`config.mk`:
```
export PLATFORM = sky130hd
export DESIGN_NAME = regfile8_onehot_flat
export DESIGN_NICKNAME = d
export VERILOG_FILES = /design/src/rtl/regfile8_onehot_pkg.sv /design/src/rtl/regfile8_onehot_if.sv /design/src/rtl/regfile8_onehot_onehot_check.sv /design/src/rtl/regfile8_onehot.sv /design/src/flat_wrapper.sv
export SDC_FILE = /design/constraint.sdc
export NUM_CORES = 1
export LEC_CHECK = 0
export ABC_AREA = 1
export ABC_CLOCK_PERIOD_IN_PS = 1500
export BUFFER_PORTS_ARGS = -buffer_cell sky130_fd_sc_hd__clkbuf_2
export CAP_MARGIN = 20
export CELL_PAD_IN_SITES_DETAIL_PLACEMENT = 0
export CELL_PAD_IN_SITES_GLOBAL_PLACEMENT = 1
export CORE_MARGIN = 10
export CORE_UTILIZATION = 45
export DETAILED_ROUTE_END_ITERATION = 10
export PLACE_DENSITY_LB_ADDON = 0.25
export REMOVE_ABC_BUFFERS = 1
export SLEW_MARGIN = 20
export SYNTH_ARGS = -nofsm -noshare
export SYNTH_HDL_FRONTEND = slang
export SYNTH_SLANG_ARGS = --single-unit
```
`constraint.sdc`:
```
create_clock -name CLK -period 1.5 [get_ports CLK]
set_clock_uncertainty 0.2 [all_clocks]
set_input_delay 0.225 -clock CLK [delete_from_list [all_inputs] [get_ports CLK]]
set_output_delay 0.225 -clock CLK [all_outputs]
set_load 0.02 [all_outputs]
```
`src/rtl/regfile8_onehot_pkg.sv`:
```
// Shared MISC-V register-file definitions: sizes, default data width and
// the address / one-hot select types used by the register file and its checker.
package miscv_pkg;

  localparam int REG_COUNT     = 8;
  localparam int REG_ADDR_W    = 3;
  localparam int DEF_WIDTH     = 16;
  localparam int DEF_ERR_CNT_W = 4;

  typedef logic [REG_ADDR_W-1:0] reg_addr_t;
  typedef logic [REG_COUNT-1:0]  reg_sel_t;

endpackage

```
`src/rtl/regfile8_onehot_if.sv`:
```
// Bus bundle for regfile8_onehot: one-hot write port, two binary-addressed
// read ports and the illegal-select error reporting.
interface regfile8_onehot_if
  import miscv_pkg::*;
#(
  parameter int WIDTH     = DEF_WIDTH,
  parameter int ERR_CNT_W = DEF_ERR_CNT_W
);

  logic                 we;
  reg_sel_t             wsel;
  logic [WIDTH-1:0]     wdata;

  logic                 re_a;
  reg_addr_t            raddr_a;
  logic                 re_b;
  reg_addr_t            raddr_b;

  logic [WIDTH-1:0]     rdata_a;
  logic                 rvalid_a;
  logic [WIDTH-1:0]     rdata_b;
  logic                 rvalid_b;

  logic                 sel_err;
  logic [ERR_CNT_W-1:0] err_cnt;

  modport master (
    output we, wsel, wdata,
    output re_a, raddr_a, re_b, raddr_b,
    input  rdata_a, rvalid_a, rdata_b, rvalid_b,
    input  sel_err, err_cnt
  );

  modport slave (
    input  we, wsel, wdata,
    input  re_a, raddr_a, re_b, raddr_b,
    output rdata_a, rvalid_a, rdata_b, rvalid_b,
    output sel_err, err_cnt
  );

endinterface

```
`src/rtl/regfile8_onehot_onehot_check.sv`:
```
// Combinational one-hot qualifier for the decoder-driven write select:
// flags exactly-one-bit-set and encodes the selected bit position.
module onehot_check
  import miscv_pkg::*;
(
  input  reg_sel_t  sel,
  output logic      is_onehot,
  output reg_addr_t idx
);

  // A power of two has exactly one bit set; zero is excluded explicitly.
  always_comb begin
    is_onehot = (sel != '0) && ((sel & (sel - reg_sel_t'(1))) == '0);
  end

  // Index is only meaningful when is_onehot is high; the highest set bit wins otherwise.
  always_comb begin
    idx = '0;
    for (int i = 0; i < REG_COUNT; i++) begin
      if (sel[i]) idx = REG_ADDR_W'(i);
    end
  end

endmodule

```
`src/rtl/regfile8_onehot.sv`:
```
// 8-entry register file with one-hot write select, two registered read ports
// and sticky/saturating illegal-select reporting. Define MISCV_REGFILE_BYPASS_EN
// to forward same-cycle legal write data to a matching read.
module regfile8_onehot
  import miscv_pkg::*;
#(
  parameter int WIDTH     = DEF_WIDTH,
  parameter int ERR_CNT_W = DEF_ERR_CNT_W
)(
  input  logic               CLK,
  input  logic               RST_N,
  regfile8_onehot_if.slave   bus
);

  function automatic logic [ERR_CNT_W-1:0] sat_inc(input logic [ERR_CNT_W-1:0] v);
    return (&v) ? v : v + ERR_CNT_W'(1);
  endfunction

  logic [WIDTH-1:0]     regs [REG_COUNT];

  logic                 sel_ok;
  reg_addr_t            widx;
  logic                 wr_ok;
  logic                 wr_bad;

  logic [WIDTH-1:0]     rd_a_p0;
  logic [WIDTH-1:0]     rd_b_p0;

  logic [WIDTH-1:0]     rdata_a_p1;
  logic [WIDTH-1:0]     rdata_b_p1;
  logic                 vld_a_p1;
  logic                 vld_b_p1;
  logic                 sel_err_q;
  logic [ERR_CNT_W-1:0] err_cnt_q;

  onehot_check u_onehot_check (
    .sel       (bus.wsel),
    .is_onehot (sel_ok),
    .idx       (widx)
  );

  // wsel is only qualified while we is high; an idle bus never raises an error.
  assign wr_ok  = bus.we &&  sel_ok;
  assign wr_bad = bus.we && !sel_ok;

  // Stage p0: array lookup (plus optional forwarding) for both read ports
  always_comb begin
    rd_a_p0 = regs[bus.raddr_a];
`ifdef MISCV_REGFILE_BYPASS_EN
    if (wr_ok && (widx == bus.raddr_a)) rd_a_p0 = bus.wdata;
`endif
  end

  always_comb begin
    rd_b_p0 = regs[bus.raddr_b];
`ifdef MISCV_REGFILE_BYPASS_EN
    if (wr_ok && (widx == bus.raddr_b)) rd_b_p0 = bus.wdata;
`endif
  end

  // Register array update
  always_ff @(posedge CLK or negedge RST_N) begin
    if (!RST_N) begin
      for (int i = 0; i < REG_COUNT; i++) regs[i] <= '0;
    end else if (wr_ok) begin
      regs[widx] <= bus.wdata;
    end
  end

  // Stage p1: registered read results; data holds when the port is idle
  always_ff @(posedge CLK or negedge RST_N) begin
    if (!RST_N) begin
      rdata_a_p1 <= '0;
      vld_a_p1   <= 1'b0;
    end else begin
      vld_a_p1 <= bus.re_a;
      if (bus.re_a) rdata_a_p1 <= rd_a_p0;
    end
  end

  always_ff @(posedge CLK or negedge RST_N) begin
    if (!RST_N) begin
      rdata_b_p1 <= '0;
      vld_b_p1   <= 1'b0;
    end else begin
      vld_b_p1 <= bus.re_b;
      if (bus.re_b) rdata_b_p1 <= rd_b_p0;
    end
  end

  // Illegal-select bookkeeping
  always_ff @(posedge CLK or negedge RST_N) begin
    if (!RST_N) begin
      sel_err_q <= 1'b0;
      err_cnt_q <= '0;
    end else if (wr_bad) begin
      sel_err_q <= 1'b1;
      err_cnt_q <= sat_inc(err_cnt_q);
    end
  end

  assign bus.rdata_a  = rdata_a_p1;
  assign bus.rvalid_a = vld_a_p1;
  assign bus.rdata_b  = rdata_b_p1;
  assign bus.rvalid_b = vld_b_p1;
  assign bus.sel_err  = sel_err_q;
  assign bus.err_cnt  = err_cnt_q;

endmodule

```
`src/flat_wrapper.sv`:
```
// flat-port wrapper written by rule: the top's interface ports become plain ports
module regfile8_onehot_flat import miscv_pkg::*;
#(
  parameter int WIDTH     = DEF_WIDTH,
  parameter int ERR_CNT_W = DEF_ERR_CNT_W
)
  (CLK, RST_N, bus_we, bus_wsel, bus_wdata, bus_re_a, bus_raddr_a, bus_re_b, bus_raddr_b, bus_rdata_a, bus_rvalid_a, bus_rdata_b, bus_rvalid_b, bus_sel_err, bus_err_cnt);
  regfile8_onehot_if #(.WIDTH(WIDTH), .ERR_CNT_W(ERR_CNT_W)) bus_i ();
  input  logic CLK;
  input  logic RST_N;
  input wire logic [$bits(bus_i.we)-1:0] bus_we;
  input wire logic [$bits(bus_i.wsel)-1:0] bus_wsel;
  input wire logic [$bits(bus_i.wdata)-1:0] bus_wdata;
  input wire logic [$bits(bus_i.re_a)-1:0] bus_re_a;
  input wire logic [$bits(bus_i.raddr_a)-1:0] bus_raddr_a;
  input wire logic [$bits(bus_i.re_b)-1:0] bus_re_b;
  input wire logic [$bits(bus_i.raddr_b)-1:0] bus_raddr_b;
  output wire logic [$bits(bus_i.rdata_a)-1:0] bus_rdata_a;
  output wire logic [$bits(bus_i.rvalid_a)-1:0] bus_rvalid_a;
  output wire logic [$bits(bus_i.rdata_b)-1:0] bus_rdata_b;
  output wire logic [$bits(bus_i.rvalid_b)-1:0] bus_rvalid_b;
  output wire logic [$bits(bus_i.sel_err)-1:0] bus_sel_err;
  output wire logic [$bits(bus_i.err_cnt)-1:0] bus_err_cnt;
  assign bus_i.we = bus_we;
  assign bus_i.wsel = bus_wsel;
  assign bus_i.wdata = bus_wdata;
  assign bus_i.re_a = bus_re_a;
  assign bus_i.raddr_a = bus_raddr_a;
  assign bus_i.re_b = bus_re_b;
  assign bus_i.raddr_b = bus_raddr_b;
  assign bus_rdata_a = bus_i.rdata_a;
  assign bus_rvalid_a = bus_i.rvalid_a;
  assign bus_rdata_b = bus_i.rdata_b;
  assign bus_rvalid_b = bus_i.rvalid_b;
  assign bus_sel_err = bus_i.sel_err;
  assign bus_err_cnt = bus_i.err_cnt;
  regfile8_onehot #(.WIDTH(WIDTH), .ERR_CNT_W(ERR_CNT_W)) u_core (.CLK(CLK), .RST_N(RST_N), .bus(bus_i));
endmodule
```
==> impl_metrics.env <==
export IMPL_critPathArrivalTime_ns=1.05
export IMPL_cp_num_buf_inv=1
export IMPL_crit_path_top_delay_cell="dfrtp_1"
export IMPL_yosys_area_top_type_share=0.437
export IMPL_cts_buffers=17
export IMPL_routedWlPerCell_um=18.3
export IMPL_antenna_left=0
export IMPL_drive_gt1_frac=0.164
export IMPL_avgViaCountPerCell=5.44
export IMPL_period_needed_ns=1.47
export IMPL_std_cell_rows=53
export IMPL_track_usage=0.216
export IMPL_drc=0
export IMPL_rsz0062_at_grt="yes"
export IMPL_wirelength_mm=30.0
export IMPL_endpoint_kind="primary output"
export IMPL_htree_levels=4
export IMPL_root_buffer="clkbuf_16"
export IMPL_die_h_um=166
export IMPL_final_nets=1392
export IMPL_critPathRequiredTime_ns=1.07
export IMPL_clk_latency_ns=0.43
export IMPL_dp_cells=1583
export IMPL_syn_to_final_growth_pct=21.8
export IMPL_drt_pass1_iter_count=5
export IMPL_critPathTopFamily="flip-flops"
export IMPL_grt_max_degree=65
export IMPL_n_antenna_cell=0
export IMPL_hold_start="bus_we"
export IMPL_dp_hpwl_mm=19.4
export IMPL_status="finished, final reports clean"
export IMPL_die_w_um=166
export IMPL_ys_ff_latch=167
export IMPL_clk_pin_slew_ns=0.07
export IMPL_power_per_cell_area_nw_per_um2=956
export IMPL_p_total_mw=11.1
export IMPL_cts_sinks=167
export IMPL_ys_types=28
export IMPL_tightest_slew_ns=0.348
export IMPL_finalHoldViolations=0
export IMPL_syn_inst=1259
export IMPL_worstHoldEndpoint="u_core.bus.err_cnt[3]$_DFFE_PN0P_"
export IMPL_yosysSeqAreaShare=0.437
export IMPL_cellLeakagePower_nw=5.55
export IMPL_rr_startpoint="u_core.bus.err_cnt[0]$_DFFE_PN0P_"
export IMPL_cts_buffer_depth=2
export IMPL_finalCritPeriodShare=0.981
export IMPL_drv_cap=0
export IMPL_vias=8943
export IMPL_fin_cells=1644
export IMPL_port_buffers=73
export IMPL_hold_path_class="primary input to flop"
export IMPL_dieArea_um2=27500
export IMPL_ys_async_sr_fraction=1.00
export IMPL_grt_ovfl_total=0
export IMPL_yosys_top_cells_area="dfrtp_1 44%, nand3_1 12%, nand2_1 11%, inv_1 5.7%, o21bai_1 5.1%"
export IMPL_slew_viol_final=0
export IMPL_syn_area_um2=9550
export IMPL_fmaxAchievable_ghz=0.679
export IMPL_avgSynthCellArea_um2=7.59
export IMPL_reg2reg_setup_slack_ns=0.12
export IMPL_grt_first_pass_wirelength_mm=48.3
export IMPL_start_util=0.456
export IMPL_yosysMostFrequentCell="nand2_1"
export IMPL_synth_common_cells="282 x nand2_1, 227 x nand3_1, 167 x dfrtp_1, 145 x inv_1, 96 x o21ai_0"
export IMPL_max_stage_delay_ns=0.42
export IMPL_hold_depth=4
export IMPL_ir_worst_vdd_mv=0.712
export IMPL_slew_headroom=0.768
export IMPL_fin_tns_setup_ns=0
export IMPL_synth_edf_count=0
export IMPL_drtIter0Drc=795
export IMPL_antenna_found_initial=0
export IMPL_setup_viol=0
export IMPL_pin_count=74
export IMPL_reg2regPathDepth=5
export IMPL_crit_fanout=2
export IMPL_cts_tree="yes"
export IMPL_grt_pass1_vias=8695
export IMPL_hold_ws_ns=0.0453
export IMPL_gp_congestion=0.818
export IMPL_ys_flop_type="dfrtp_1"
export IMPL_cp_cell_sequence="clkbuf_2"
export IMPL_core_area_um2=21000
export IMPL_yosysWarningCount=0
export IMPL_crit_type="flop to primary output"
export IMPL_yosys_area_top_type="dfrtp_1"
export IMPL_cp_start_kind="flop"
export IMPL_reg2reg_to="u_core.bus.err_cnt[2]$_DFFE_PN0P_"
area by class of cell:
cell class / count / area, um2
inverter: 150 / 563
multi-input combinational: 833 / 4280
timing repair buffer: 187 / 1700
fill: 2005 / 9320
tap: 275 / 344
clock inverter: 10 / 121
sequential: 167 / 4180
clock buffer: 22 / 454
how the worst max path moves through the flow:
| stage | start | endpoint | cells after the start |
|---|---|---|---|
| after detailed placement | bus_wsel[4] | u_core.regs[91]$_DFFE_PN0P_ | 10 |
| after CTS | u_core.bus.err_cnt[0]$_DFFE_PN0P_ | bus_err_cnt[0] | 1 |
| final | u_core.bus.rdata_b[12]$_DFFE_PN0P_ | bus_rdata_b[12] | 1 |
| after global routing | bus_wsel[1] | u_core.regs[74]$_DFFE_PN0P_ | 11 |
| after floorplan | bus_wsel[1] | u_core.regs[100]$_DFFE_PN0P_ | 7 |
| after global placement | bus_wsel[4] | u_core.regs[84]$_DFFE_PN0P_ | 10 |
cells in the final DEF (no fill, tap or decap), types with 3 or more instances in the layout:
cell type        n
nand4_1          6
o211ai_1        64
clkbuf_2        69
buf_12          32
nand3_1        227
nand3_2          7
o21bai_1        65
buf_4           62
inv_1          144
o21ai_0         96
clkinvlp_4       4
clkbuf_1         4
nand2_1        280
dlygate4sd3_1   20
dfrtp_1        167
nor2_2           6
a21oi_1         64
nand2_2          4
buf_6            3
inv_2            4
clkbuf_16       17
nor2_4           4
stage by stage:
step	instance area (um2)	setup slack [ns]	utilization
floorplan	8970	-3.18	-
global placement	10700	-0.390	0.512
detailed placement	10700	-0.414	0.512
CTS	11500	0.0124	0.549
global route	11600	-0.0276	0.555
finish	11600	0.0279	0.555
sequential cells by signal, summed over array words and instances (netlist names):
signal,flops
u_core.bus.err_cnt,4
u_core.bus.rdata_a,16
u_core.bus.rdata_b,16
u_core.bus.rvalid_a,1
u_core.bus.rvalid_b,1
u_core.bus.sel_err,1
u_core.regs,128
cell families (layout without fill, tap and decap cells):
| group | Yosys count | count (layout) | synth area share |
|---|---|---|---|
| buffers and inverters | 259 | 369 | 0.120 |
| AND/OR/NAND/NOR | 539 | 539 | 0.253 |
| adder cells (fa/ha/maj) | 1 | 1 | 0.00131 |
| flip-flops | 167 | 167 | 0.437 |
| XOR/XNOR | 2 | 2 | 0.00183 |
| AO/OA/AOI/OAI | 291 | 291 | 0.187 |
where the power goes:
| group | leakage, nW | total [mW] | internal (mW) | switching, mW |
|---|---|---|---|---|
| combinational | 3.37 | 1.82 | 0.668 | 1.15 |
| clock | 0.267 | 4.38 | 2.51 | 1.87 |
| sequential | 1.91 | 4.93 | 4.76 | 0.168 |
metal layers:
metal  routed length [um]  track usage
met1                13800        0.293
met2                14100        0.350
met3                 1680       0.0355
met4                  464       0.0555
met5                    0            0
timing repair:
| item | 4_1_cts | 5_1_grt |
|---|---|---|
| pin swaps | 0 | 1 |
| resized for setup | 0 | 19 |
| endpoints found under the setup margin | 1 | 117 |
| hold buffers | 20 | 0 |
| setup buffers | 1 | 8 |
| cloned | 0 | 0 |
| endpoints found under the hold margin | 298 | 0 |
(Power assumes the default switching activity.)
